File: src/rtl/decode_regfile.sv
// Decode / register-read stage: 16x16 register file, instruction decode,
// registered ID/EX boundary, RAW interlock and wrong-path squash.
module decode_regfile (
   input  logic        clk,
   input  logic        rst,
   input  logic [15:0] instr,
   input  logic [7:0]  pc_in,
   input  logic        instr_valid,
   input  logic [15:0] wdata_e,
   input  logic [3:0]  dest_e,
   input  logic        we_e,
   input  logic        bj,
   output logic [15:0] do1,
   output logic [15:0] do2,
   output logic [15:0] imm,
   output logic [3:0]  dest,
   output logic [1:0]  alucnt,
   output logic        sel,
   output logic        wes,
   output logic [7:0]  disp8,
   output logic [7:0]  nxtadrsrr,
   output logic [1:0]  branchs,
   output logic        stall
);

   logic [15:0] regs [16];

   logic [3:0]  op;
   logic        is_alu;
   logic        is_li;
   logic        is_br;
   logic        reads;
   logic [3:0]  src_a;
   logic [3:0]  src_b;
   logic [15:0] rdata_a;
   logic [15:0] rdata_b;
   logic        hazard;
   logic        issue;

   logic [15:0] n_do1;
   logic [15:0] n_do2;
   logic [15:0] n_imm;
   logic [3:0]  n_dest;
   logic [1:0]  n_alucnt;
   logic        n_sel;
   logic        n_wes;
   logic [7:0]  n_disp8;
   logic [7:0]  n_nxt;
   logic [1:0]  n_branchs;

   assign op     = instr[15:12];
   assign is_alu = (op[3:2] == 2'b00);
   assign is_li  = (op == 4'h4);
   assign is_br  = (op == 4'h8) || (op == 4'h9) || (op == 4'hA);
   assign reads  = is_alu || is_br;

   // ALU ops take sources from [7:4]/[3:0]; branches from [11:8]/[7:4].
   assign src_a = is_alu ? instr[7:4] : instr[11:8];
   assign src_b = is_alu ? instr[3:0] : instr[7:4];

   // R0 is hardwired zero; a same-cycle write-back is forwarded.
   assign rdata_a = (src_a == 4'd0) ? 16'h0000 :
                    (we_e && dest_e == src_a) ? wdata_e :
                    regs[src_a];
   assign rdata_b = (src_b == 4'd0) ? 16'h0000 :
                    (we_e && dest_e == src_b) ? wdata_e :
                    regs[src_b];

   // Producer still in ID/EX: its result is not yet in the file.
   assign hazard = instr_valid && reads && wes && (dest != 4'd0) &&
                   (dest == src_a || dest == src_b);

   // A squashed instruction never needs to wait.
   assign stall = hazard && !bj;

   assign issue = instr_valid && !bj && !hazard &&
                  (is_alu || is_li || is_br);

   // Register file write port; R0 writes are dropped.
   always_ff @(posedge clk) begin
      if (rst) begin
         for (int i = 0; i < 16; i++) regs[i] <= 16'h0000;
      end else if (we_e && dest_e != 4'd0) begin
         regs[dest_e] <= wdata_e;
      end
   end

   // Decode the instruction into next ID/EX control values.
   always_comb begin
      n_do1     = 16'h0000;
      n_do2     = 16'h0000;
      n_imm     = {8'h00, instr[7:0]};
      n_dest    = 4'd0;
      n_alucnt  = 2'b00;
      n_sel     = 1'b0;
      n_wes     = 1'b0;
      n_disp8   = 8'h00;
      n_nxt     = pc_in + 8'd1;
      n_branchs = 2'b00;
      unique case (1'b1)
         is_alu: begin
            n_do1    = rdata_a;
            n_do2    = rdata_b;
            n_dest   = instr[11:8];
            n_alucnt = op[1:0];
            n_wes    = 1'b1;
         end
         is_li: begin
            n_dest = instr[11:8];
            n_sel  = 1'b1;
            n_wes  = 1'b1;
         end
         is_br: begin
            n_do1     = rdata_a;
            n_do2     = rdata_b;
            n_disp8   = {{4{instr[3]}}, instr[3:0]};
            n_branchs = (op == 4'h8) ? 2'b01 :
                        (op == 4'h9) ? 2'b10 : 2'b11;
         end
         default: ;
      endcase
   end

   // ID/EX boundary: load the decode or a bubble.
   always_ff @(posedge clk) begin
      if (rst || !issue) begin
         do1       <= 16'h0000;
         do2       <= 16'h0000;
         imm       <= 16'h0000;
         dest      <= 4'd0;
         alucnt    <= 2'b00;
         sel       <= 1'b0;
         wes       <= 1'b0;
         disp8     <= 8'h00;
         nxtadrsrr <= 8'h00;
         branchs   <= 2'b00;
      end else begin
         do1       <= n_do1;
         do2       <= n_do2;
         imm       <= n_imm;
         dest      <= n_dest;
         alucnt    <= n_alucnt;
         sel       <= n_sel;
         wes       <= n_wes;
         disp8     <= n_disp8;
         nxtadrsrr <= n_nxt;
         branchs   <= n_branchs;
      end
   end

endmodule

File: config.mk
export PLATFORM = sky130hd
export DESIGN_NAME = decode_regfile
export DESIGN_NICKNAME = d
export VERILOG_FILES = /design/src/rtl/decode_regfile.sv
export SDC_FILE = /design/constraint.sdc
export NUM_CORES = 1
export LEC_CHECK = 0
export BUFFER_PORTS_ARGS = -buffer_cell sky130_fd_sc_hd__clkbuf_2
export CAP_MARGIN = 40
export CORE_ASPECT_RATIO = 1.1
export CORE_MARGIN = 2
export CORE_UTILIZATION = 50
export CTS_BUF_LIST = sky130_fd_sc_hd__clkbuf_4 sky130_fd_sc_hd__clkbuf_8
export CTS_CLUSTER_DIAMETER = 60
export DETAILED_ROUTE_END_ITERATION = 7
export PLACE_DENSITY = 0.78
export SETUP_SLACK_MARGIN = 0.05
export SLEW_MARGIN = 20
export SYNTH_ARGS = -nofsm -noshare
export SYNTH_HDL_FRONTEND = slang
export SYNTH_SLANG_ARGS = --single-unit
File: constraint.sdc
create_clock -name clk -period 2.9 [get_ports clk]
set_input_delay 0.29 -clock clk [delete_from_list [all_inputs] [get_ports clk]]
set_output_delay 0.29 -clock clk [all_outputs]
set_load 0.05 [all_outputs]
==> summary.md <==
| Metric | Value |
|---|---|
| Pleak | 7.64 nW |
| Synthesis-to-layout area growth | 14.2% |
| Clk Latency, worst-skew pair | 610 ps |
| Critical path launch point type | flop |
| Final Power | 11.0 mW |
| Worst slew margin | 51.1% |
| Via/cell ratio | 6.19 |
| Skew final | 32.0 ps |
| Nets@finish | 1,717 |
| Worst-path clk slew | 60 ps |
| Die height | 197 µm |
| Initial antenna violation count | 1 |
| Largest delay share family, worst path | compound AO/OA/AOI/OAI gates |
| Initial core utilization | 50.9% |
| Yosys top cell area share | 45.4% |
| Post-synth EDFFs | 256 |
| Synth Cell Area | 16,900 µm² |
| Synth Register Bits | 318 |
| Final setup margin | 221 ps |
| Top-Level Pins | 124 |
| Fin. Hold Viols | 0 |
| Fraction of the mapped netlist area in adder cells | 0.0739% |
| DRT Pass-1 Iters | 6 |
| Reg2reg setup slack | 650 ps |
| Setup_tns | 0 ps |
| CP peak stage delay | 400 ps |
| CP endpoint kind | output port |
| Fin. max-slew vios | 0 |
| # rows | 70 |
| CTS tree | built |
| Fmax | 373 MHz |
| Largest net degree at the start of global routing | 48 |
| Cells after Synth | 1,542 |
| Cell accounting for the most synthesized area | edfxtp_1 |
| Worst Path Arrival | 2390 ps |
| Share of flip-flops with an asynchronous set or reset | 0% |
| Min-Delay Endpoint | imm[0] |
| Vias in the first global route | 12,800 |
| XOR/XNOR Fraction of Synth Area | 0.982% |
| Depth of the worst register-to-register path | 8 |
| Mux cell area share after synthesis | 10.0% |
| Number of port buffers | 115 |
| Synth cell types | 72 |
| Clk root buf | clkbuf_8 |
| Via Count | 13,300 |
| Num CTS Buffers | 49 |
| Least-Margin Pin Slew | 727 ps |
| Sink Count | 318 |
| Worst-path cell chain | or2_2, a2111oi_0, nor2_1, o22ai_2, nor2b_1, clkbuf_4 |
| Worst r2r src | dest[1] |
| Fin crit period | 2680 ps |
| Area of placed instances | 18,200 µm² |
| Status | finished, final reports clean |
| PwrDens | 568 nW/µm² |
| Post-synth top flop | edfxtp_1 |
| CP max stage cell | dfxtp_1 |
| Period utilisation layout | 92.4% |
| VDD IR-drop max | 0.000308 V |
| DP Wirelength | 33.6 mm |
| Largest cells by area after synthesis | edfxtp_1, and2_1, dfxtp_1, mux2i_1, nand2_1 |
| DRC Markers | 0 |
| Grt ovf | 0 |
| Chip Width | 180 µm |
| Worst Path Required | 2610 ps |
| Unrepaired setup endpoints after global routing | false |
| HP Class | primary input to flop |
| Crit Path Max Fanout | 8 |
| YS warnings | 0 |
| Post-Route WL | 50.2 mm |
| Final instance area | 19,400 µm² |
| GP Congestion | 0.910 |
| Final count of negative-setup-slack endpoints | 0 |
| Hold slack | 48.9 ps |
| Total track usage | 27.4% |
| Post-place setup slack | 145 ps |
| Seq/Total Area, Yosys | 52.7% |
| Layout cell share with drive strength beyond 1 | 21.2% |
| First-pass GRT wire length | 74.5 mm |
| CTS H-Tree Depth | 2 |
| Simple-gate portion of the synthesized area | 20.3% |
| DR WL/cell | 23.4 µm |
| Hold Startpoint | instr[0] |
| Complex-gate fraction of the synthesized area | 11.6% |
| Core area | 33,300 µm² |
| Hold depth | 2 |
| Die area | 35,400 µm² |
| Antenna-violating nets left | 0 |
| Clk buf depth | 3 |
| Worst r2r dst | do2[11] |
| Main combinational cell family by area after synthesis | simple AND/OR/NAND/NOR gates |
| Initial DRC Count | 1,424 |
| Kind of critical path | flop to output port |
| Synth Area per Inst | 11.0 µm² |
| Bufs and invs on worst path | 1 |
| MaxCap Viol Count | 0 |
==> metrics by stage <==
step | utilization, % | std cells
CTS | 58.1 | 2137
floorplan | - | 1565
global placement | 54.6 | 2041
global route | 58.2 | 2141
finish | 58.2 | 2141
detailed placement | 54.6 | 2041
==> layout by cell type, fill, tap and decap left out, types with 10 or more instances in the layout <==
| cell | netlist | layout |
|---|---|---|
| clkbuf_8 | 0 | 60 |
| and3_1 | 73 | 73 |
| nand2_1 | 155 | 154 |
| o21ai_0 | 35 | 34 |
| a21oi_1 | 35 | 35 |
| o31a_1 | 15 | 15 |
| a32oi_1 | 15 | 15 |
| o32a_1 | 15 | 15 |
| dfxtp_1 | 62 | 62 |
| conb_1 | 1 | 24 |
| and2_1 | 260 | 260 |
| clkbuf_4 | 0 | 16 |
| or2_2 | 17 | 17 |
| buf_4 | 18 | 57 |
| clkbuf_2 | 2 | 114 |
| a211oi_1 | 35 | 35 |
| o22ai_1 | 63 | 63 |
| nor3_1 | 11 | 11 |
| mux2i_1 | 114 | 114 |
| a31oi_1 | 34 | 34 |
| or4_1 | 17 | 17 |
| buf_12 | 0 | 14 |
| xnor2_1 | 10 | 10 |
| nand3_1 | 12 | 12 |
| edfxtp_1 | 256 | 256 |
| nor2_1 | 18 | 17 |
| mux2_2 | 47 | 47 |
==> timing repair <==
item | in CTS | in global routing
pin swaps | 0 | 1
hold endpoints to repair | 4 | 0
setup endpoints to repair | 1 | 1
hold buffers | 4 | 0
buffers inserted | 0 | 2
gates resized for setup | 1 | 1
==> cells by family (layout without fill, tap and decap cells) <==
| group | Yosys count | count (layout) |
|---|---|---|
| xor gates and xnor gates | 19 | 19 |
| muxes | 163 | 163 |
| other | 1 | 25 |
| adders and majority gates | 1 | 1 |
| and+or+nand+nor | 608 | 608 |
| buffers and inverters | 146 | 289 |
| DFF | 318 | 318 |
| AOI/OAI and AO/OA | 286 | 286 |
==> per-layer routing <==
layer / vias to the layer above / share of wire, % / track usage, %
met1: 6381 / 38 / 35.5
met4: 0 / 4.4 / 12.9
met5: - / 0 / 0
met2: 814 / 47 / 45.0
li1: 5905 / - / -
met3: 151 / 9.9 / 4.74
==> flip-flops by register name, summed over array words and instances, names as in the netlist <==
register	flops
sel	1
disp8	4
imm	8
regs	256
branchs	2
do2	16
alucnt	2
wes	1
do1	16
dest	4
nxtadrsrr	8
==> worst max-delay path by stage <==
stage / start / endpoint / slack [ps] / cells past startpoint
floorplan: dest[2] / stall / 170 / 6
global placement: instr[15] / do2[6] / 130 / 9
detailed placement: instr[14] / do2[11] / 140 / 10
CTS: dest[2] / stall / 70 / 6
global route: dest[2] / stall / 60 / 6
finish: dest[2] / stall / 220 / 6
==> synth_stat cells, drive strengths merged (35+ instances only) <==
cell and n:
a211oi 36, a21oi 35, a31oi 36, and2 260, and3 73, buf 67, clkbuf 73, dfxtp 62
edfxtp 256, mux2 48, mux2i 115, nand2 156, o21ai 43, o22ai 64
==> power by group <==
group / total, mW / internal, mW / switching (mW)
clock network: 4.14 / 2.33 / 1.80
registers: 5.29 / 5.16 / 0.125
logic: 1.57 / 0.564 / 1.00
==> final cells by class <==
type / instances / area (µm²)
clock inverters: 18 / 169
clock buffers: 74 / 931
repair buffers: 191 / 1330
inverters: 6 / 22.5
diodes: 1 / 2.50
multi-input cells: 1101 / 7430
fillers: 2707 / 13900
flip-flops and latches: 318 / 8930
well taps: 432 / 541
No activity file was read; power rests on OpenSTA's default activity.
